`src/rtl/multicycle_ctrl_if.sv`:
```
// SRAM handshake bundle between the multicycle controller and the instruction/data memories.
// The controller is the master; the memory side is the slave.
interface multicycle_ctrl_if;
  logic inst_req;
  logic inst_rdy;
  logic data_req;
  logic data_wr;
  logic data_rdy;

  modport master (
    output inst_req,
    output data_req,
    output data_wr,
    input  inst_rdy,
    input  data_rdy
  );

  modport slave (
    input  inst_req,
    input  data_req,
    input  data_wr,
    output inst_rdy,
    output data_rdy
  );
endinterface

```
`src/rtl/multicycle_ctrl.sv`:
```
// Multicycle CPU sequencer: IF/ID/EXE/MEM/WB with SRAM handshakes, a retire counter and a sticky timeout error.
// Strobes are decoded combinationally from the state register and the rdy inputs, and are forced low during reset.
module multicycle_ctrl #(
  parameter int unsigned TIMEOUT = 15
) (
  input  logic                     clk,
  input  logic                     reset,
  multicycle_ctrl_if.master        mem,
  input  logic                     dec_is_br_i,
  input  logic                     dec_is_ld_i,
  input  logic                     dec_is_st_i,
  input  logic                     dec_has_wb_i,
  output logic [2:0]               state_o,
  output logic                     ir_we_o,
  output logic                     rf_we_o,
  output logic                     pc_we_o,
  output logic                     retire_o,
  output logic [31:0]              retire_cnt_o,
  output logic                     err_o
);

  localparam int unsigned CntW = 8;
  localparam int unsigned StW  = 3;
  localparam logic [CntW-1:0] TimeoutVal = CntW'(TIMEOUT);

  localparam logic [StW-1:0] S_IF  = 3'd0;
  localparam logic [StW-1:0] S_ID  = 3'd1;
  localparam logic [StW-1:0] S_EXE = 3'd2;
  localparam logic [StW-1:0] S_MEM = 3'd3;
  localparam logic [StW-1:0] S_WB  = 3'd4;
  localparam logic [StW-1:0] S_ERR = 3'd5;

  logic [StW-1:0]  state_q, state_d;
  logic [CntW-1:0] wait_q, wait_d;
  logic            cls_ld_q, cls_ld_d;
  logic            cls_st_q, cls_st_d;
  logic            cls_wb_q, cls_wb_d;
  logic [31:0]     retire_cnt_q;
  logic            err_q;

  logic retire_c;
  logic inst_req_c;
  logic ir_we_c;
  logic data_req_c;
  logic data_wr_c;
  logic rf_we_c;

  // Next-state, wait-counter and strobe decode
  always_comb begin
    state_d    = state_q;
    wait_d     = wait_q;
    cls_ld_d   = cls_ld_q;
    cls_st_d   = cls_st_q;
    cls_wb_d   = cls_wb_q;
    retire_c   = 1'b0;
    inst_req_c = 1'b0;
    ir_we_c    = 1'b0;
    data_req_c = 1'b0;
    data_wr_c  = 1'b0;
    rf_we_c    = 1'b0;

    case (state_q)
      S_IF: begin
        inst_req_c = 1'b1;
        if (mem.inst_rdy) begin
          ir_we_c = 1'b1;
          state_d = S_ID;
        end else if (wait_q == TimeoutVal) begin
          state_d = S_ERR;
        end else begin
          wait_d = wait_q + CntW'(1);
        end
      end
      S_ID: begin
        // Load wins when both load and store are decoded
        cls_ld_d = dec_is_ld_i;
        cls_st_d = dec_is_st_i & ~dec_is_ld_i;
        cls_wb_d = dec_has_wb_i;
        if (dec_is_br_i) begin
          retire_c = 1'b1;
          state_d  = S_IF;
          wait_d   = '0;
        end else begin
          state_d = S_EXE;
        end
      end
      S_EXE: begin
        if (cls_ld_q || cls_st_q) begin
          state_d = S_MEM;
          wait_d  = '0;
        end else if (cls_wb_q) begin
          state_d = S_WB;
        end else begin
          retire_c = 1'b1;
          state_d  = S_IF;
          wait_d   = '0;
        end
      end
      S_MEM: begin
        data_req_c = 1'b1;
        data_wr_c  = cls_st_q;
        if (mem.data_rdy) begin
          if (cls_ld_q) begin
            state_d = S_WB;
          end else begin
            retire_c = 1'b1;
            state_d  = S_IF;
            wait_d   = '0;
          end
        end else if (wait_q == TimeoutVal) begin
          state_d = S_ERR;
        end else begin
          wait_d = wait_q + CntW'(1);
        end
      end
      S_WB: begin
        rf_we_c  = 1'b1;
        retire_c = 1'b1;
        state_d  = S_IF;
        wait_d   = '0;
      end
      S_ERR: begin
        state_d = S_ERR;
      end
      default: begin
        state_d = S_IF;
        wait_d  = '0;
      end
    endcase
  end

  always_ff @(posedge clk) begin
    if (reset) begin
      state_q      <= S_IF;
      wait_q       <= '0;
      cls_ld_q     <= 1'b0;
      cls_st_q     <= 1'b0;
      cls_wb_q     <= 1'b0;
      retire_cnt_q <= '0;
      err_q        <= 1'b0;
    end else begin
      state_q  <= state_d;
      wait_q   <= wait_d;
      cls_ld_q <= cls_ld_d;
      cls_st_q <= cls_st_d;
      cls_wb_q <= cls_wb_d;
      if (retire_c) begin
        retire_cnt_q <= retire_cnt_q + 32'd1;
      end
      if (state_d == S_ERR) begin
        err_q <= 1'b1;
      end
    end
  end

  assign mem.inst_req = inst_req_c & ~reset;
  assign mem.data_req = data_req_c & ~reset;
  assign mem.data_wr  = data_wr_c  & ~reset;
  assign ir_we_o      = ir_we_c    & ~reset;
  assign rf_we_o      = rf_we_c    & ~reset;
  assign pc_we_o      = retire_c   & ~reset;
  assign retire_o     = retire_c   & ~reset;
  assign state_o      = state_q;
  assign retire_cnt_o = retire_cnt_q;
  assign err_o        = err_q;

endmodule

```
`src/flat_wrapper.sv`:
```
// flat-port wrapper written by rule: the top's interface ports become plain ports
module multicycle_ctrl_flat 
#(
  parameter int unsigned TIMEOUT = 15
)
  (clk, reset, dec_is_br_i, dec_is_ld_i, dec_is_st_i, dec_has_wb_i, state_o, ir_we_o, rf_we_o, pc_we_o, retire_o, retire_cnt_o, err_o, mem_inst_req, mem_data_req, mem_data_wr, mem_inst_rdy, mem_data_rdy);
  multicycle_ctrl_if mem_i ();
  input  logic clk;
  input  logic reset;
  input  logic dec_is_br_i;
  input  logic dec_is_ld_i;
  input  logic dec_is_st_i;
  input  logic dec_has_wb_i;
  output logic [2:0] state_o;
  output logic ir_we_o;
  output logic rf_we_o;
  output logic pc_we_o;
  output logic retire_o;
  output logic [31:0] retire_cnt_o;
  output logic err_o;
  output wire logic [$bits(mem_i.inst_req)-1:0] mem_inst_req;
  output wire logic [$bits(mem_i.data_req)-1:0] mem_data_req;
  output wire logic [$bits(mem_i.data_wr)-1:0] mem_data_wr;
  input wire logic [$bits(mem_i.inst_rdy)-1:0] mem_inst_rdy;
  input wire logic [$bits(mem_i.data_rdy)-1:0] mem_data_rdy;
  assign mem_inst_req = mem_i.inst_req;
  assign mem_data_req = mem_i.data_req;
  assign mem_data_wr = mem_i.data_wr;
  assign mem_i.inst_rdy = mem_inst_rdy;
  assign mem_i.data_rdy = mem_data_rdy;
  multicycle_ctrl #(.TIMEOUT(TIMEOUT)) u_core (.clk(clk), .reset(reset), .mem(mem_i), .dec_is_br_i(dec_is_br_i), .dec_is_ld_i(dec_is_ld_i), .dec_is_st_i(dec_is_st_i), .dec_has_wb_i(dec_has_wb_i), .state_o(state_o), .ir_we_o(ir_we_o), .rf_we_o(rf_we_o), .pc_we_o(pc_we_o), .retire_o(retire_o), .retire_cnt_o(retire_cnt_o), .err_o(err_o));
endmodule
```
`config.mk`:
```
export PLATFORM = sky130hd
export DESIGN_NAME = multicycle_ctrl_flat
export DESIGN_NICKNAME = d
export VERILOG_FILES = /design/src/rtl/multicycle_ctrl_if.sv /design/src/rtl/multicycle_ctrl.sv /design/src/flat_wrapper.sv
export SDC_FILE = /design/constraint.sdc
export NUM_CORES = 1
export LEC_CHECK = 0
export BUFFER_PORTS_ARGS = -buffer_cell sky130_fd_sc_hd__buf_2
export CORE_MARGIN = 1
export CORE_UTILIZATION = 55
export CTS_CLUSTER_DIAMETER = 30
export DETAILED_ROUTE_END_ITERATION = 10
export HOLD_SLACK_MARGIN = 0.03
export PLACE_DENSITY = 0.8
export SYNTH_ARGS = -nofsm -noshare
export SYNTH_HDL_FRONTEND = slang
export SYNTH_SLANG_ARGS = --single-unit
```
`constraint.sdc`:
```
create_clock -name clk -period 3.06 [get_ports clk]
set_input_delay 0.612 -clock clk [delete_from_list [all_inputs] [get_ports clk]]
set_output_delay 0.612 -clock clk [all_outputs]
set_load 0.02 [all_outputs]
```
==> results by group, run 1 <==
Routing
  – Highest routing layer actually used: met4
  – Remaining antenna violation count after routing: 0
  – Count of unresolved DRC violations after routing: 0
  – Routed wire length on met2: approximately 2700 um
  – Metal-1 WL: 2630 um
  – Router iterations before antenna repair: 4
  – Detail Route met3 WL: roughly 300 um
  – Routed wirelength normalized by instance count: between 10 and 15 um
  – Via density: between 5 and 6
  – DRT iter0 DRCs: between 100 and 150
  – Routed vias: ~2400
  – Overall routed net length: around 5700 um

GRT
  – First-pass GRT wire length: roughly 9600 um
  – Number of global-route vias before repair: 2208
  – Total gr overflow: 0
  – Pin count of the biggest net entering global routing: 32
  – Initial antenna violation count: 0
  – Global-route total usage across every layer: 0.238

Logic synthesis
  – Number of warnings printed during yosys synthesis: 0
  – Most used flip-flop cell after synthesis: sky130_fd_sc_hd__dfxtp_1
  – Cell area after technology mapping: between 2000 and 3000 um2
  – EDFF count, synth: 0
  – Post-synthesis async set-or-reset flop share: 0
  – Avg Inst Size Synth: approximately 8.3 um2
  – Synthesized netlist cell count: between 300 and 400
  – Synthesis-stage register bit count: 47
  – Sequential cell area fraction in the yosys report: 0.372
  – Number of nets in the synthesized netlist: ~320
  – Cell variety after synth: between 50 and 60

Power
  – Switching share of power: 0.259
  – Sequential group share of total power: 0.577
  – Share of total power in combinational logic: 0.082
  – Total Power: between 1 and 1.5 mW
  – P_int: roughly 0.81 mW
  – Peak supply drop: approximately 230 uV
  – Power share of the clock group: 0.341
  – Cell area power density: 380 nW/um2
  – Leakage power of the design: approximately 1.1 nW
  – Switching power of the nets: approximately 0.28 mW

Clock tree
  – Number of clock buffers inserted by TritonCTS: 5
  – Clock tree root buffer cell: sky130_fd_sc_hd__clkbuf_8
  – Maximum number of buffers from clock root to sink: 2
  – Post-CTS clock slew at the launch and capture registers of the worst setup and hold paths: about 90 ps
  – Number of sinks handled by clock tree synthesis: 47
  – Resized Gates After CTS: 0
  – CTS tree: built
  – Post-CTS setup-driven buffer insertion count: 0
  – Clock latency of the later-clocked register in the worst-skew pair: about 300 ps
  – Level count of the clock H-tree: 2
  – CTS Hold Bufs: 0

Final layout
  – Signed area change from the synthesized netlist to the final layout: 13.8%
  – Final antenna diode count: 0
  – Filler-free cell count of the finished design: between 400 and 500
  – Layout Utilization: 0.657
  – Sequential Area: 941 um2
  – Fillcell total: 403
  – Final Cell Area: 2880 um2
  – Share of final-layout standard cells stronger than drive strength 1: 0.211
  – Net total in the final layout: 359
  – Area of the multi-input gates: about 1500 um2

Worst setup path
  – Dominant delay contributor by cell family on the critical path: flip-flops
  – Worst R2R Start: u_core.state_o[1]
  – Reg2Reg Setup Slack: roughly 500 ps
  – Cell-by-cell trace of the critical path: or4b_4 > o31a_4 > a21oi_1 > buf_2
  – Maximum fanout along the worst path: 17
  – Levels on crit path: 4
  – Worst setup EP type: output pin
  – Largest stage delay on the critical path: 600 ps
  – Endpoint of the most critical register-to-register path: u_core.retire_cnt_o[13]
  – Worst Path Buf+Inv: 1
  – CP Launch Type: flip-flop
  – CP max stage cell: sky130_fd_sc_hd__dfxtp_1
  – Cell count of the worst reg-to-reg path: 5
  – Arrival time reported for the critical path endpoint: between 2000 and 2500 ps
  – Data required time at the worst endpoint: 2450 ps
  – CP Class: reg -> out

Placement
  – Count of buffers from port buffering: 50
  – Cell count after placement: between 300 and 400
  – HPWL after DPL: about 4000 um
  – Worst slack, placed: approximately 540 ps
  – Routability-driven placement congestion ratio: 0.782
  – Cell area reported after detailed placement: about 2800 um2

STA
  – Max Clk Rate: ~0.35 GHz
  – Number of hold violations in the final report: 0
  – Min cycle time layout: around 2900 ps
  – Total Negative Setup Slacks: 0 ps
  – Fin worst setup slack: slightly above 200 ps
  – Skew final: roughly 7.4 ps
  – Worst rel slew slack: 0.335
  – Worst slack on hold paths: 481 ps
  – Transition time at the pin with the least slew margin: between 900 and 1000 ps
  – RSZ-0062 raised after global routing: no
  – Crit share post-route: 0.934
  – Max-slew violation count: 0
  – Final count of negative-setup-slack endpoints: 0

Floorplanning
  – Number of standard-cell rows in the floorplan: 24
  – Initial core utilization: 0.577
  – Number of top-level pins: 51
  – Die Height: around 70 um
  – Area of the core: around 4400 um2
  – Area enclosed by the die boundary: 4870 um2
  – Die Wd: roughly 70 um

Hold path
  – Worst Hold Path EP: u_core.err_o
  – Hold Crit Class: reg -> reg
  – Hold path startpoint: u_core.err_o
  – Hold Path Stages: 2

Job
  – Number of maximum-capacitance constraint violations: 0

Outcome
  – Run status: complete, no violations
[worst max-delay path by stage]
stage	startpoint	end	slack [ps]
global route	u_core.state_o[1]	pc_we_o	40
detailed placement	u_core.state_o[1]	u_core.retire_cnt_o[29]	540
CTS	u_core.state_o[1]	pc_we_o	220
global placement	u_core.state_o[1]	retire_o	580
floorplan	u_core.state_o[1]	retire_o	270
finish	u_core.state_o[1]	pc_we_o	200
[worst reg2reg max path, delay by kind of cell (launching register included)]
kind	cells	cell delay [ps]
flops	1	600
compound gates	3	770
simple gates	2	1130
[power by group through the flow]
| stage | sequential [mW] | combinational (mW) | clock (mW) |
|---|---|---|---|
| 2_1_floorplan | 0.645 | 0.0645 | 0 |
| 3_3_place_gp | 0.645 | 0.0874 | 0 |
| 3_5_place_dp | 0.646 | 0.0891 | 0 |
| 4_1_cts | 0.631 | 0.0894 | 0.382 |
| 5_1_grt | 0.634 | 0.0998 | 0.403 |
| 6_report | 0.632 | 0.0895 | 0.373 |
[Yosys cell counts (2+ instances only)]
cell type / n / area share
sky130_fd_sc_hd__a31oi_1: 3 / 0.0074
sky130_fd_sc_hd__a211oi_1: 3 / 0.0089
sky130_fd_sc_hd__and2_1: 4 / 0.0099
sky130_fd_sc_hd__nand2_1: 22 / 0.033
sky130_fd_sc_hd__nand3_1: 12 / 0.024
sky130_fd_sc_hd__o21ai_0: 17 / 0.034
sky130_fd_sc_hd__xor2_1: 6 / 0.021
sky130_fd_sc_hd__nor2b_1: 6 / 0.015
sky130_fd_sc_hd__a31o_2: 2 / 0.0069
sky130_fd_sc_hd__xnor2_1: 11 / 0.038
sky130_fd_sc_hd__or4_1: 6 / 0.018
sky130_fd_sc_hd__or3b_2: 2 / 0.0069
sky130_fd_sc_hd__ha_1: 2 / 0.0099
sky130_fd_sc_hd__nand4_1: 15 / 0.037
sky130_fd_sc_hd__and4_1: 3 / 0.010
sky130_fd_sc_hd__or3_1: 11 / 0.027
sky130_fd_sc_hd__dfxtp_1: 47 / 0.37
sky130_fd_sc_hd__a2111oi_2: 5 / 0.030
sky130_fd_sc_hd__o2111ai_1: 2 / 0.0069
sky130_fd_sc_hd__o21ai_1: 2 / 0.0040
sky130_fd_sc_hd__nand2b_1: 4 / 0.0099
sky130_fd_sc_hd__inv_1: 10 / 0.015
sky130_fd_sc_hd__nor3b_1: 2 / 0.0059
sky130_fd_sc_hd__clkbuf_1: 15 / 0.022
sky130_fd_sc_hd__o31ai_1: 5 / 0.015
sky130_fd_sc_hd__and3_1: 4 / 0.0099
sky130_fd_sc_hd__nor3_1: 3 / 0.0059
sky130_fd_sc_hd__a21oi_1: 32 / 0.063
sky130_fd_sc_hd__o211ai_1: 2 / 0.0059
sky130_fd_sc_hd__nand3b_1: 2 / 0.0059
sky130_fd_sc_hd__nor2_1: 22 / 0.033
sky130_fd_sc_hd__a2111oi_0: 4 / 0.014
[cell families after synthesis]
group | count (synthesis) | share of synthesized area
AND/OR/NAND/NOR | 124 | 0.271
buffers and inverters | 28 | 0.0465
AO/OA/AOI/OAI | 87 | 0.238
flip-flops | 47 | 0.372
XOR/XNOR | 17 | 0.0589
adder cells (fa/ha/maj) | 2 | 0.00989
multiplexers | 1 | 0.00396
[final cells by class]
cell class	instances	area share
multi-input combinational	231	0.511
tap	52	0.0226
clock buffer	6	0.0252
inverter	10	0.0130
clock inverter	2	0.00434
timing repair buffer	54	0.0973
sequential	47	0.327
[cell usage in the layout (no fill, tap or decap), types with 2 or more instances in the layout]
| cell | Yosys | routed |
|---|---|---|
| sky130_fd_sc_hd__buf_4 | 1 | 4 |
| sky130_fd_sc_hd__and2_1 | 4 | 4 |
| sky130_fd_sc_hd__nand3_1 | 12 | 12 |
| sky130_fd_sc_hd__inv_1 | 10 | 10 |
| sky130_fd_sc_hd__a211oi_1 | 3 | 3 |
| sky130_fd_sc_hd__ha_1 | 2 | 2 |
| sky130_fd_sc_hd__o21ai_0 | 17 | 17 |
| sky130_fd_sc_hd__xnor2_1 | 11 | 11 |
| sky130_fd_sc_hd__nor3b_1 | 2 | 2 |
| sky130_fd_sc_hd__xor2_1 | 6 | 6 |
| sky130_fd_sc_hd__buf_2 | 1 | 50 |
| sky130_fd_sc_hd__nand2b_1 | 4 | 4 |
| sky130_fd_sc_hd__o2111ai_1 | 2 | 2 |
| sky130_fd_sc_hd__or3_1 | 11 | 11 |
| sky130_fd_sc_hd__a2111oi_2 | 5 | 5 |
| sky130_fd_sc_hd__o211ai_1 | 2 | 2 |
| sky130_fd_sc_hd__or4_1 | 6 | 6 |
| sky130_fd_sc_hd__dfxtp_1 | 47 | 47 |
| sky130_fd_sc_hd__nor2_1 | 22 | 22 |
| sky130_fd_sc_hd__clkbuf_8 | 0 | 5 |
| sky130_fd_sc_hd__nor3_1 | 3 | 3 |
| sky130_fd_sc_hd__nor2b_1 | 6 | 6 |
| sky130_fd_sc_hd__a21oi_1 | 32 | 32 |
| sky130_fd_sc_hd__nand4_1 | 15 | 15 |
| sky130_fd_sc_hd__and4_1 | 3 | 3 |
| sky130_fd_sc_hd__a2111oi_0 | 4 | 4 |
| sky130_fd_sc_hd__o21ai_1 | 2 | 2 |
| sky130_fd_sc_hd__nand3b_1 | 2 | 2 |
| sky130_fd_sc_hd__o31ai_1 | 5 | 5 |
| sky130_fd_sc_hd__nand2_1 | 22 | 22 |
| sky130_fd_sc_hd__a31o_2 | 2 | 2 |
| sky130_fd_sc_hd__and3_1 | 4 | 4 |
| sky130_fd_sc_hd__a31oi_1 | 3 | 3 |
| sky130_fd_sc_hd__or3b_2 | 2 | 2 |
[registers in the layout, indices dropped and copies added, names as in the netlist]
signal / count
u_core.retire_cnt_o: 32
u_core.wait_q: 8
u_core.cls_st_q: 1
u_core.state_o: 3
u_core.err_o: 1
u_core.cls_wb_q: 1
u_core.cls_ld_q: 1
[metal layers]
metal	global-route usage	vias to the layer above
met2	0.402	57
met3	0.0392	4
met4	0.0689	0
met5	0	-
li1	-	1221
met1	0.312	1126
(Power assumes the default switching activity.)
==> run 2: changes to the inputs <==
--- a/config.mk
+++ b/config.mk
@@ -6,7 +6,9 @@
 export NUM_CORES = 1
 export LEC_CHECK = 0
+export ABC_AREA = 1
+export ABC_CLOCK_PERIOD_IN_PS = 3060
 export BUFFER_PORTS_ARGS = -buffer_cell sky130_fd_sc_hd__buf_2
 export CORE_MARGIN = 1
-export CORE_UTILIZATION = 55
+export CORE_UTILIZATION = 56
 export CTS_CLUSTER_DIAMETER = 30
 export DETAILED_ROUTE_END_ITERATION = 10
==> constraint.sdc (replaced) <==
create_clock -name clk -period 3.06 [get_ports clk]
set_input_delay 0.153 -clock clk [delete_from_list [all_inputs] [get_ports clk]]
set_output_delay 0.153 -clock clk [all_outputs]
set_load 0.02 [all_outputs]
==> run 2 against run 1 <==
Total power up 8.9%. Routed wire length grew 21%. Sequential power up 3%. Combinational power grew 97%. Design area increased by 11%. Worst hold slack got worse by 380 ps. Synthesized cell count rose by 60%. Clock power decreased by 2%. Sequential share of layout area shrank 3.2 points. Critical endpoint is now retire_o. Largest power group unchanged.
==> results by group, run 2 <==
Job
  – Number of maximum-capacitance constraint violations: 0 (unchanged)

Logic synthesis
  – Most common library cells after synthesis: sky130_fd_sc_hd__nand2_1, sky130_fd_sc_hd__nor2_1, sky130_fd_sc_hd__dfxtp_1 (was sky130_fd_sc_hd__dfxtp_1, sky130_fd_sc_hd__a21oi_1, sky130_fd_sc_hd__nand2_1, sky130_fd_sc_hd__nor2_1, sky130_fd_sc_hd__o21ai_0)
  – Number of nets in the synthesized netlist: 501 (was 316)
  – Area fraction in and, or, nand and nor cells after synthesis: 0.481 (was 0.271)
  – Synth Area in Compound Gates: 0.0749 (was 0.238)
  – Cell variety after synth: 26 (was 52)
  – Post-synthesis async set-or-reset flop share: 0 (unchanged)
  – Xor-xnor portion of the synthesized cell area: 0.0184 (was 0.0589)
  – Mux share of post-synthesis cell area: 0 (was 0.00396)
  – Avg Inst Size Synth: 5.82 um2 (was 8.27 um2)
  – Main combinational cell family by area after synthesis: simple AND/OR/NAND/NOR gates (unchanged)
  – Most used flip-flop cell after synthesis: sky130_fd_sc_hd__dfxtp_1 (unchanged)
  – Synthesis-stage register bit count: 47 (unchanged)
  – Post-synth top area share: 0.329 (was 0.372)
  – Cell area after technology mapping: 2860 um2 (was 2530 um2)
  – Library cell with the highest instance count after synthesis: sky130_fd_sc_hd__nand2_1 (was sky130_fd_sc_hd__dfxtp_1)
  – Synthesized netlist cell count: 491 (was 306)
  – Largest area contributor in the synthesized netlist: sky130_fd_sc_hd__dfxtp_1 (unchanged)
  – EDFF count, synth: 0 (unchanged)
  – Sequential cell area fraction in the yosys report: 0.329 (was 0.372)
  – Number of warnings printed during yosys synthesis: 0 (unchanged)
  – Post-synthesis adder-cell area fraction: 0.00876 (was 0.00989)
  – Leading cell types by total area after synthesis: sky130_fd_sc_hd__dfxtp_1, sky130_fd_sc_hd__nand2_1, sky130_fd_sc_hd__nor2_1, sky130_fd_sc_hd__nand3_1, sky130_fd_sc_hd__inv_1 (was sky130_fd_sc_hd__dfxtp_1, sky130_fd_sc_hd__a21oi_1, sky130_fd_sc_hd__xnor2_1, sky130_fd_sc_hd__nand4_1, sky130_fd_sc_hd__o21ai_0)

Worst setup path
  – Worst Path Buf+Inv: 3 (was 1)
  – CP Launch Type: flip-flop (unchanged)
  – CP Class: reg -> out (unchanged)
  – CP max stage cell: sky130_fd_sc_hd__dfxtp_1 (unchanged)
  – Cell-by-cell trace of the critical path: inv_2 > nand3_1 > nor2_1 > nor2_1 > nand2_2 > inv_1 > nor2_1 > buf_2 (was or4b_4 > o31a_4 > a21oi_1 > buf_2)
  – Worst R2R Start: u_core.state_o[0] (was u_core.state_o[1])
  – Largest stage delay on the critical path: 480 ps (was 600 ps)
  – Maximum fanout along the worst path: 15 (was 17)
  – Arrival time reported for the critical path endpoint: 1910 ps (was 2240 ps)
  – Setup crit start: u_core.state_o[2] (was u_core.state_o[1])
  – Cell seen most often among critical-path stages: sky130_fd_sc_hd__nor2_1
  – Worst setup EP type: output pin (unchanged)
  – Dominant delay contributor by cell family on the critical path: buffers and inverters (was flip-flops)
  – Data required time at the worst endpoint: 2910 ps (was 2450 ps)

Routing
  – Routed vias: 3174 (was 2408)
  – Via density: 5.25 (was 5.99)
  – Overall routed net length: 6880 um (was 5700 um)
  – Routed wirelength normalized by instance count: 11.4 um (was 14.2 um)
  – Count of unresolved DRC violations after routing: 0 (unchanged)
  – Router iterations before antenna repair: 6 (was 4)
  – Remaining antenna violation count after routing: 0 (unchanged)
  – DRT iter0 DRCs: 235 (was 136)

Outcome
  – Run status: complete, no violations (unchanged)

STA
  – Worst rel slew slack: 0.459 (was 0.335)
  – Number of hold violations in the final report: 0 (unchanged)
  – Total Negative Setup Slacks: 0 ps (unchanged)
  – Final count of negative-setup-slack endpoints: 0 (unchanged)
  – Skew final: 8.26 ps (was 7.43 ps)
  – Worst slack on hold paths: 105 ps (was 481 ps)
  – Max Clk Rate: 0.484 GHz (was 0.350 GHz)
  – Min cycle time layout: 2070 ps (was 2860 ps)
  – Transition time at the pin with the least slew margin: 811 ps (was 984 ps)
  – Crit share post-route: 0.676 (was 0.934)
  – Max-slew violation count: 0 (unchanged)
  – RSZ-0062 raised after global routing: no (unchanged)

Final layout
  – Largest register FFs: 32 (unchanged)
  – Final Cell Area: 3200 um2 (was 2880 um2)
  – Fillcell total: 487 (was 403)
  – Commonest cells after routing, fill and taps aside: sky130_fd_sc_hd__nand2_1, sky130_fd_sc_hd__nor2_1, sky130_fd_sc_hd__buf_2 (was sky130_fd_sc_hd__buf_2, sky130_fd_sc_hd__dfxtp_1, sky130_fd_sc_hd__a21oi_1)
  – Signed area change from the synthesized netlist to the final layout: 11.9% (was 13.8%)
  – Most common library cell in the layout ignoring fill and taps: sky130_fd_sc_hd__nand2_1 (was sky130_fd_sc_hd__buf_2)
  – Share of final-layout standard cells stronger than drive strength 1: 0.119 (was 0.211)
  – Final antenna diode count: 0 (unchanged)
  – Net total in the final layout: 547 (was 359)

Power
  – Peak supply drop: 374 uV (was 230 uV)
  – Cell area power density: 373 nW/um2 (was 380 nW/um2)
  – Total Power: 1.19 mW (was 1.09 mW)
  – Leakage power of the design: 1.38 nW (was 1.07 nW)

Clock tree
  – Number of sinks handled by clock tree synthesis: 47 (unchanged)
  – Clock latency of the later-clocked register in the worst-skew pair: 290 ps (was 300 ps)
  – Post-CTS clock slew at the launch and capture registers of the worst setup and hold paths: 80 ps (was 90 ps)
  – Clock tree root buffer cell: sky130_fd_sc_hd__clkbuf_8 (unchanged)
  – Post-CTS setup-driven buffer insertion count: 0 (unchanged)
  – Number of clock buffers inserted by TritonCTS: 5 (unchanged)
  – Resized Gates After CTS: 0 (unchanged)
  – CTS Hold Bufs: 0 (unchanged)
  – CTS tree: built (unchanged)
  – Maximum number of buffers from clock root to sink: 2 (unchanged)
  – Level count of the clock H-tree: 2 (unchanged)

GRT
  – First-pass GRT wire length: 11500 um (was 9630 um)
  – Global-route total usage across every layer: 0.268 (was 0.238)
  – Pin count of the biggest net entering global routing: 47 (was 32)
  – Total gr overflow: 0 (unchanged)
  – Number of global-route vias before repair: 2757 (was 2208)
  – Initial antenna violation count: 0 (unchanged)

Placement
  – Cell area reported after detailed placement: 3120 um2 (was 2800 um2)
  – HPWL after DPL: 5110 um (was 4090 um)
  – Routability-driven placement congestion ratio: 0.895 (was 0.782)
  – Count of buffers from port buffering: 50 (unchanged)

Floorplanning
  – Number of top-level pins: 51 (unchanged)
  – Die Height: 73.4 um (was 69.8 um)
  – Die Wd: 73.4 um (was 69.8 um)
  – Area enclosed by the die boundary: 5390 um2 (was 4870 um2)
  – Number of standard-cell rows in the floorplan: 25 (was 24)
  – Initial core utilization: 0.593 (was 0.577)
  – Area of the core: 4820 um2 (was 4380 um2)

Hold path
  – Hold path startpoint: dec_is_st_i (was u_core.err_o)
  – Hold Crit Class: in -> reg (was reg -> reg)
run 2: cell count changes after synthesis, sizes merged, moves of 8 or more:
cell	previous run	this run
nand3	12	42
nand2	22	163
a2111oi	9	0
or3	11	0
nor2	22	115
inv	10	45
clkbuf	15	3
xnor2	11	1
o21ai	19	11
run 2: layer usage:
metal | up-vias | wire length, um | GRT usage
li1 | 1636 | - | -
met3 | 19 | 316 | 0.0425
met5 | - | 0 | 0
met1 | 1413 | 3140 | 0.323
met4 | 0 | 159 | 0.105
met2 | 106 | 3270 | 0.475
run 2: kinds of logic after synthesis:
| family | after synthesis |
|---|---|
| xor+xnor | 6 |
| flops | 47 |
| simple gates | 337 |
| fa+ha+maj | 2 |
| compound gates | 42 |
| buf+inv | 57 |
run 2: worst paths after layout:
kind                             endpoint  slack, ps  cells after the start
setup / recovery                 retire_o        990                      8
hold / removal            u_core.cls_st_q        100                      3
setup reg to reg  u_core.retire_cnt_o[19]       1170                     11
hold reg to reg              u_core.err_o        460                      2
run 2: layout make-up:
type                            instances  area [um2]  area share
Clock buffer                            7        76.3      0.0239
Tap cell                               67        83.8      0.0262
Sequential cell                        47         941       0.294
Multi-Input combinational cell        387        1660       0.521
Timing Repair Buffer                   51         258      0.0806
Inverter                               45         169      0.0528
Clock inverter                          1        5.00     0.00157
run 2: worst register-to-register path, stage by stage, from the launching register on:
cell and delay (ps):
sky130_fd_sc_hd__dfxtp_1 470, sky130_fd_sc_hd__inv_2 90, sky130_fd_sc_hd__nor2_4 120, sky130_fd_sc_hd__nand2_2 100, sky130_fd_sc_hd__nor2_1 110, sky130_fd_sc_hd__nor2_1 60, sky130_fd_sc_hd__nand2_2 50, sky130_fd_sc_hd__buf_4 380
sky130_fd_sc_hd__nand3_1 180, sky130_fd_sc_hd__nand2_1 110, sky130_fd_sc_hd__nand2_1 50, sky130_fd_sc_hd__nor2_1 100
run 2: power breakdown:
group / leakage (nW) / internal, mW / switching, mW / total (mW)
combinational: 0.957 / 0.0526 / 0.123 / 0.176
clock: 0.0422 / 0.161 / 0.204 / 0.365
sequential: 0.380 / 0.630 / 0.0212 / 0.651
total: 1.38 / 0.843 / 0.348 / 1.19
run 2: through the flow:
stage	instances	setup WS, ps	utilization
2_1_floorplan	491	1130	-
3_3_place_gp	597	1330	0.647
3_5_place_dp	597	1220	0.647
4_1_cts	605	1010	0.664
5_1_grt	605	800	0.664
6_report	605	992	0.664
==> run 3: changes to the inputs <==
- ABC_AREA: 1 -> 0
- ABC_CLOCK_PERIOD_IN_PS: 3060 -> 2100
- CORE_UTILIZATION: 56 -> 55
- clock period: 3.06 -> 2.1 ns (I/O delays scaled with it)
==> run 3 against run 2 <==
The run now ends with negative setup slack left. Final cell count is 26% lower. Worst hold slack worse by 46 ps. Worst setup slack worse by 1100 ps. Largest cell class unchanged.
==> results by group, run 3 (same netlist as run 1, synthesis figures left out) <==
Routing
  – Via density: 6.14 (was 5.25)
  – Routed wirelength normalized by instance count: 16.5 um (was 11.4 um)
  – Remaining antenna violation count after routing: 0 (unchanged)
  – Overall routed net length: 7410 um (was 6880 um)
  – Router iterations before antenna repair: 5 (was 6)
  – Routed vias: 2752 (was 3174)
  – DRT iter0 DRCs: 175 (was 235)
  – Count of unresolved DRC violations after routing: 0 (unchanged)

Placement
  – Cell area reported after detailed placement: 3080 um2 (was 3120 um2)
  – HPWL after DPL: 4520 um (was 5110 um)
  – Count of buffers from port buffering: 50 (unchanged)
  – Routability-driven placement congestion ratio: 0.821 (was 0.895)

STA
  – Worst rel slew slack: 0.537 (was 0.459)
  – Total Negative Setup Slacks: -496 ps (was 0 ps)
  – Min cycle time layout: 2200 ps
  – Max-slew violation count: 0 (unchanged)
  – RSZ-0062 raised after global routing: yes (was no)
  – Transition time at the pin with the least slew margin: 694 ps (was 811 ps)
  – Skew final: 7.33 ps (was 8.26 ps)
  – Number of hold violations in the final report: 0 (unchanged)
  – Fin worst setup slack: -97.6 ps (was 992 ps)
  – Max Clk Rate: around 0.46 GHz
  – Final count of negative-setup-slack endpoints: 14 (was 0)
  – Worst slack on hold paths: 58.4 ps (was 105 ps)
  – Crit share post-route: 1.05

Worst setup path
  – Largest stage delay on the critical path: 570 ps (was 480 ps)
  – Arrival time reported for the critical path endpoint: 2430 ps (was 1910 ps)
  – Reg2Reg Setup Slack: -100 ps (was 1170 ps)
  – Data required time at the worst endpoint: 2330 ps (was 2910 ps)
  – Worst setup path end: u_core.retire_cnt_o[29] (was retire_o)
  – Cell-by-cell trace of the critical path: or4b_4 > o31a_4 > a2111o_1 > or3_1 > a21oi_1 (was inv_2 > nand3_1 > nor2_1 > nor2_1 > nand2_2 > inv_1 > nor2_1 > buf_2)
  – Endpoint of the most critical register-to-register path: u_core.retire_cnt_o[29] (was u_core.retire_cnt_o[19])
  – CP Launch Type: flip-flop (unchanged)
  – Worst setup EP type: flip-flop (was output pin)
  – Maximum fanout along the worst path: 6 (was 15)
  – CP Class: reg -> reg (was reg -> out)
  – Worst R2R Start: u_core.cls_ld_q (was u_core.state_o[0])
  – Cell count of the worst reg-to-reg path: 5 (was 11)
  – CP max stage cell: sky130_fd_sc_hd__or4b_4 (was sky130_fd_sc_hd__dfxtp_1)
  – Setup crit start: u_core.cls_ld_q (was u_core.state_o[2])

Clock tree
  – Level count of the clock H-tree: 2 (unchanged)
  – Number of sinks handled by clock tree synthesis: 47 (unchanged)
  – Clock tree root buffer cell: sky130_fd_sc_hd__clkbuf_8 (unchanged)
  – Number of clock buffers inserted by TritonCTS: 5 (unchanged)
  – CTS tree: built (unchanged)
  – CTS Hold Bufs: 0 (unchanged)
  – Post-CTS clock slew at the launch and capture registers of the worst setup and hold paths: 80 ps (about the same)
  – Maximum number of buffers from clock root to sink: 2 (unchanged)
  – Clock latency of the later-clocked register in the worst-skew pair: 300 ps (was 290 ps)

Floorplanning
  – Area of the core: 4380 um2 (was 4820 um2)
  – Area enclosed by the die boundary: 4870 um2 (was 5390 um2)
  – Number of standard-cell rows in the floorplan: 24 (was 25)
  – Number of top-level pins: 51 (unchanged)
  – Die Wd: 69.8 um (was 73.4 um)
  – Die Height: 69.8 um (was 73.4 um)
  – Initial core utilization: 0.577 (was 0.593)

Final layout
  – Commonest cells after routing, fill and taps aside: sky130_fd_sc_hd__buf_2, sky130_fd_sc_hd__buf_4, sky130_fd_sc_hd__dfxtp_1 (was sky130_fd_sc_hd__nand2_1, sky130_fd_sc_hd__nor2_1, sky130_fd_sc_hd__buf_2)
  – Layout Utilization: 0.784 (was 0.664)
  – Net total in the final layout: 405 (was 547)
  – Largest register FFs: 32 (unchanged)
  – Fillcell total: 301 (was 487)
  – Most common library cell in the layout ignoring fill and taps: sky130_fd_sc_hd__buf_2 (was sky130_fd_sc_hd__nand2_1)
  – Final Cell Area: 3440 um2 (was 3200 um2)
  – Share of final-layout standard cells stronger than drive strength 1: 0.366 (was 0.119)
  – Final antenna diode count: 0 (unchanged)
  – Signed area change from the synthesized netlist to the final layout: 35.9% (was 11.9%)

GRT
  – Number of global-route vias before repair: 2420 (was 2757)
  – Global-route total usage across every layer: 0.276 (was 0.268)
  – Initial antenna violation count: 0 (unchanged)
  – Pin count of the biggest net entering global routing: 38 (was 47)
  – Total gr overflow: 0 (unchanged)
  – First-pass GRT wire length: 10800 um (was 11500 um)

Power
  – Leakage power of the design: 1.33 nW (was 1.38 nW)
  – Peak supply drop: 389 uV (was 374 uV)
  – Total Power: 1.70 mW (was 1.19 mW)
  – Cell area power density: 495 nW/um2 (was 373 nW/um2)

Hold path
  – Hold Crit Class: in -> reg (unchanged)

Outcome
  – Violations in the final reports: negative setup slack
  – Run status: finished, violations left (was complete, no violations)

Job
  – Number of maximum-capacitance constraint violations: 0 (unchanged)
-- run 3: cell count changes in the layout (fill, tap and decap cells not counted), sizes merged, moves of 6 or more --
| cell | previous run | this run |
|---|---|---|
| nand2 | 163 | 22 |
| nor2 | 115 | 22 |
| buf | 51 | 99 |
| inv | 45 | 10 |
| nand3 | 42 | 12 |
| or3 | 0 | 11 |
| xnor2 | 1 | 11 |
| a2111oi | 0 | 9 |
| o21ai | 11 | 19 |
| nand4 | 9 | 15 |
| nor2b | 0 | 6 |
| o31ai | 0 | 6 |
| or4 | 0 | 6 |
-- run 3: metrics by stage --
step / cells / setup WS [ps]
floorplan: 306 / -94.0
global placement: 430 / -63.4
detailed placement: 430 / -92.0
CTS: 444 / -98.8
global route: 448 / -163
finish: 448 / -97.6
-- run 3: worst min path at each step --
stage / endpoint / slack [ps] / cells past startpoint / from
finish: u_core.cls_wb_q / 60 / 3 / dec_has_wb_i
global route: u_core.cls_wb_q / 70 / 3 / dec_has_wb_i
CTS: u_core.cls_wb_q / 50 / 3 / dec_has_wb_i
detailed placement: u_core.cls_wb_q / 370 / 3 / dec_has_wb_i
global placement: u_core.cls_wb_q / 360 / 3 / dec_has_wb_i
floorplan: u_core.cls_ld_q / 240 / 2 / dec_is_ld_i
-- run 3: final cells by class --
| type | count | area [um2] | share of cell area |
|---|---|---|---|
| multi-input cells | 232 | 1650 | 0.481 |
| inverters | 10 | 37.5 | 0.0109 |
| flip-flops and latches | 47 | 945 | 0.275 |
| clock buffers | 8 | 100 | 0.0291 |
| repair buffers | 99 | 638 | 0.186 |
| well taps | 52 | 65.1 | 0.0189 |
-- run 3: report_power, final --
part | switching [mW] | internal (mW)
registers | 0.0145 | 0.901
logic | 0.111 | 0.0797
clock network | 0.293 | 0.301
total | 0.419 | 1.28
-- run 3: layer usage --
| metal | track usage | up-vias | routed length [um] |
|---|---|---|---|
| met1 | 0.328 | 1308 | 3060 |
| met3 | 0.0625 | 27 | 384 |
| met4 | 0.118 | 0 | 191 |
| met2 | 0.475 | 103 | 3780 |
| met5 | 0 | - | 0 |
| li1 | - | 1314 | - |
-- run 3: worst max-delay path, delay by kind of cell (launching register included) --
family	cells	cell delay, ps
AND/OR/NAND/NOR	2	900
AO/OA/AOI/OAI	3	910
flip-flops	1	320
-- run 3: timing repair --
action	in CTS	in global routing
pin swaps	12	18
setup buffers	5	4
gates resized for setup	13	27
endpoints found under the setup margin	23	30
gates cloned	1	0
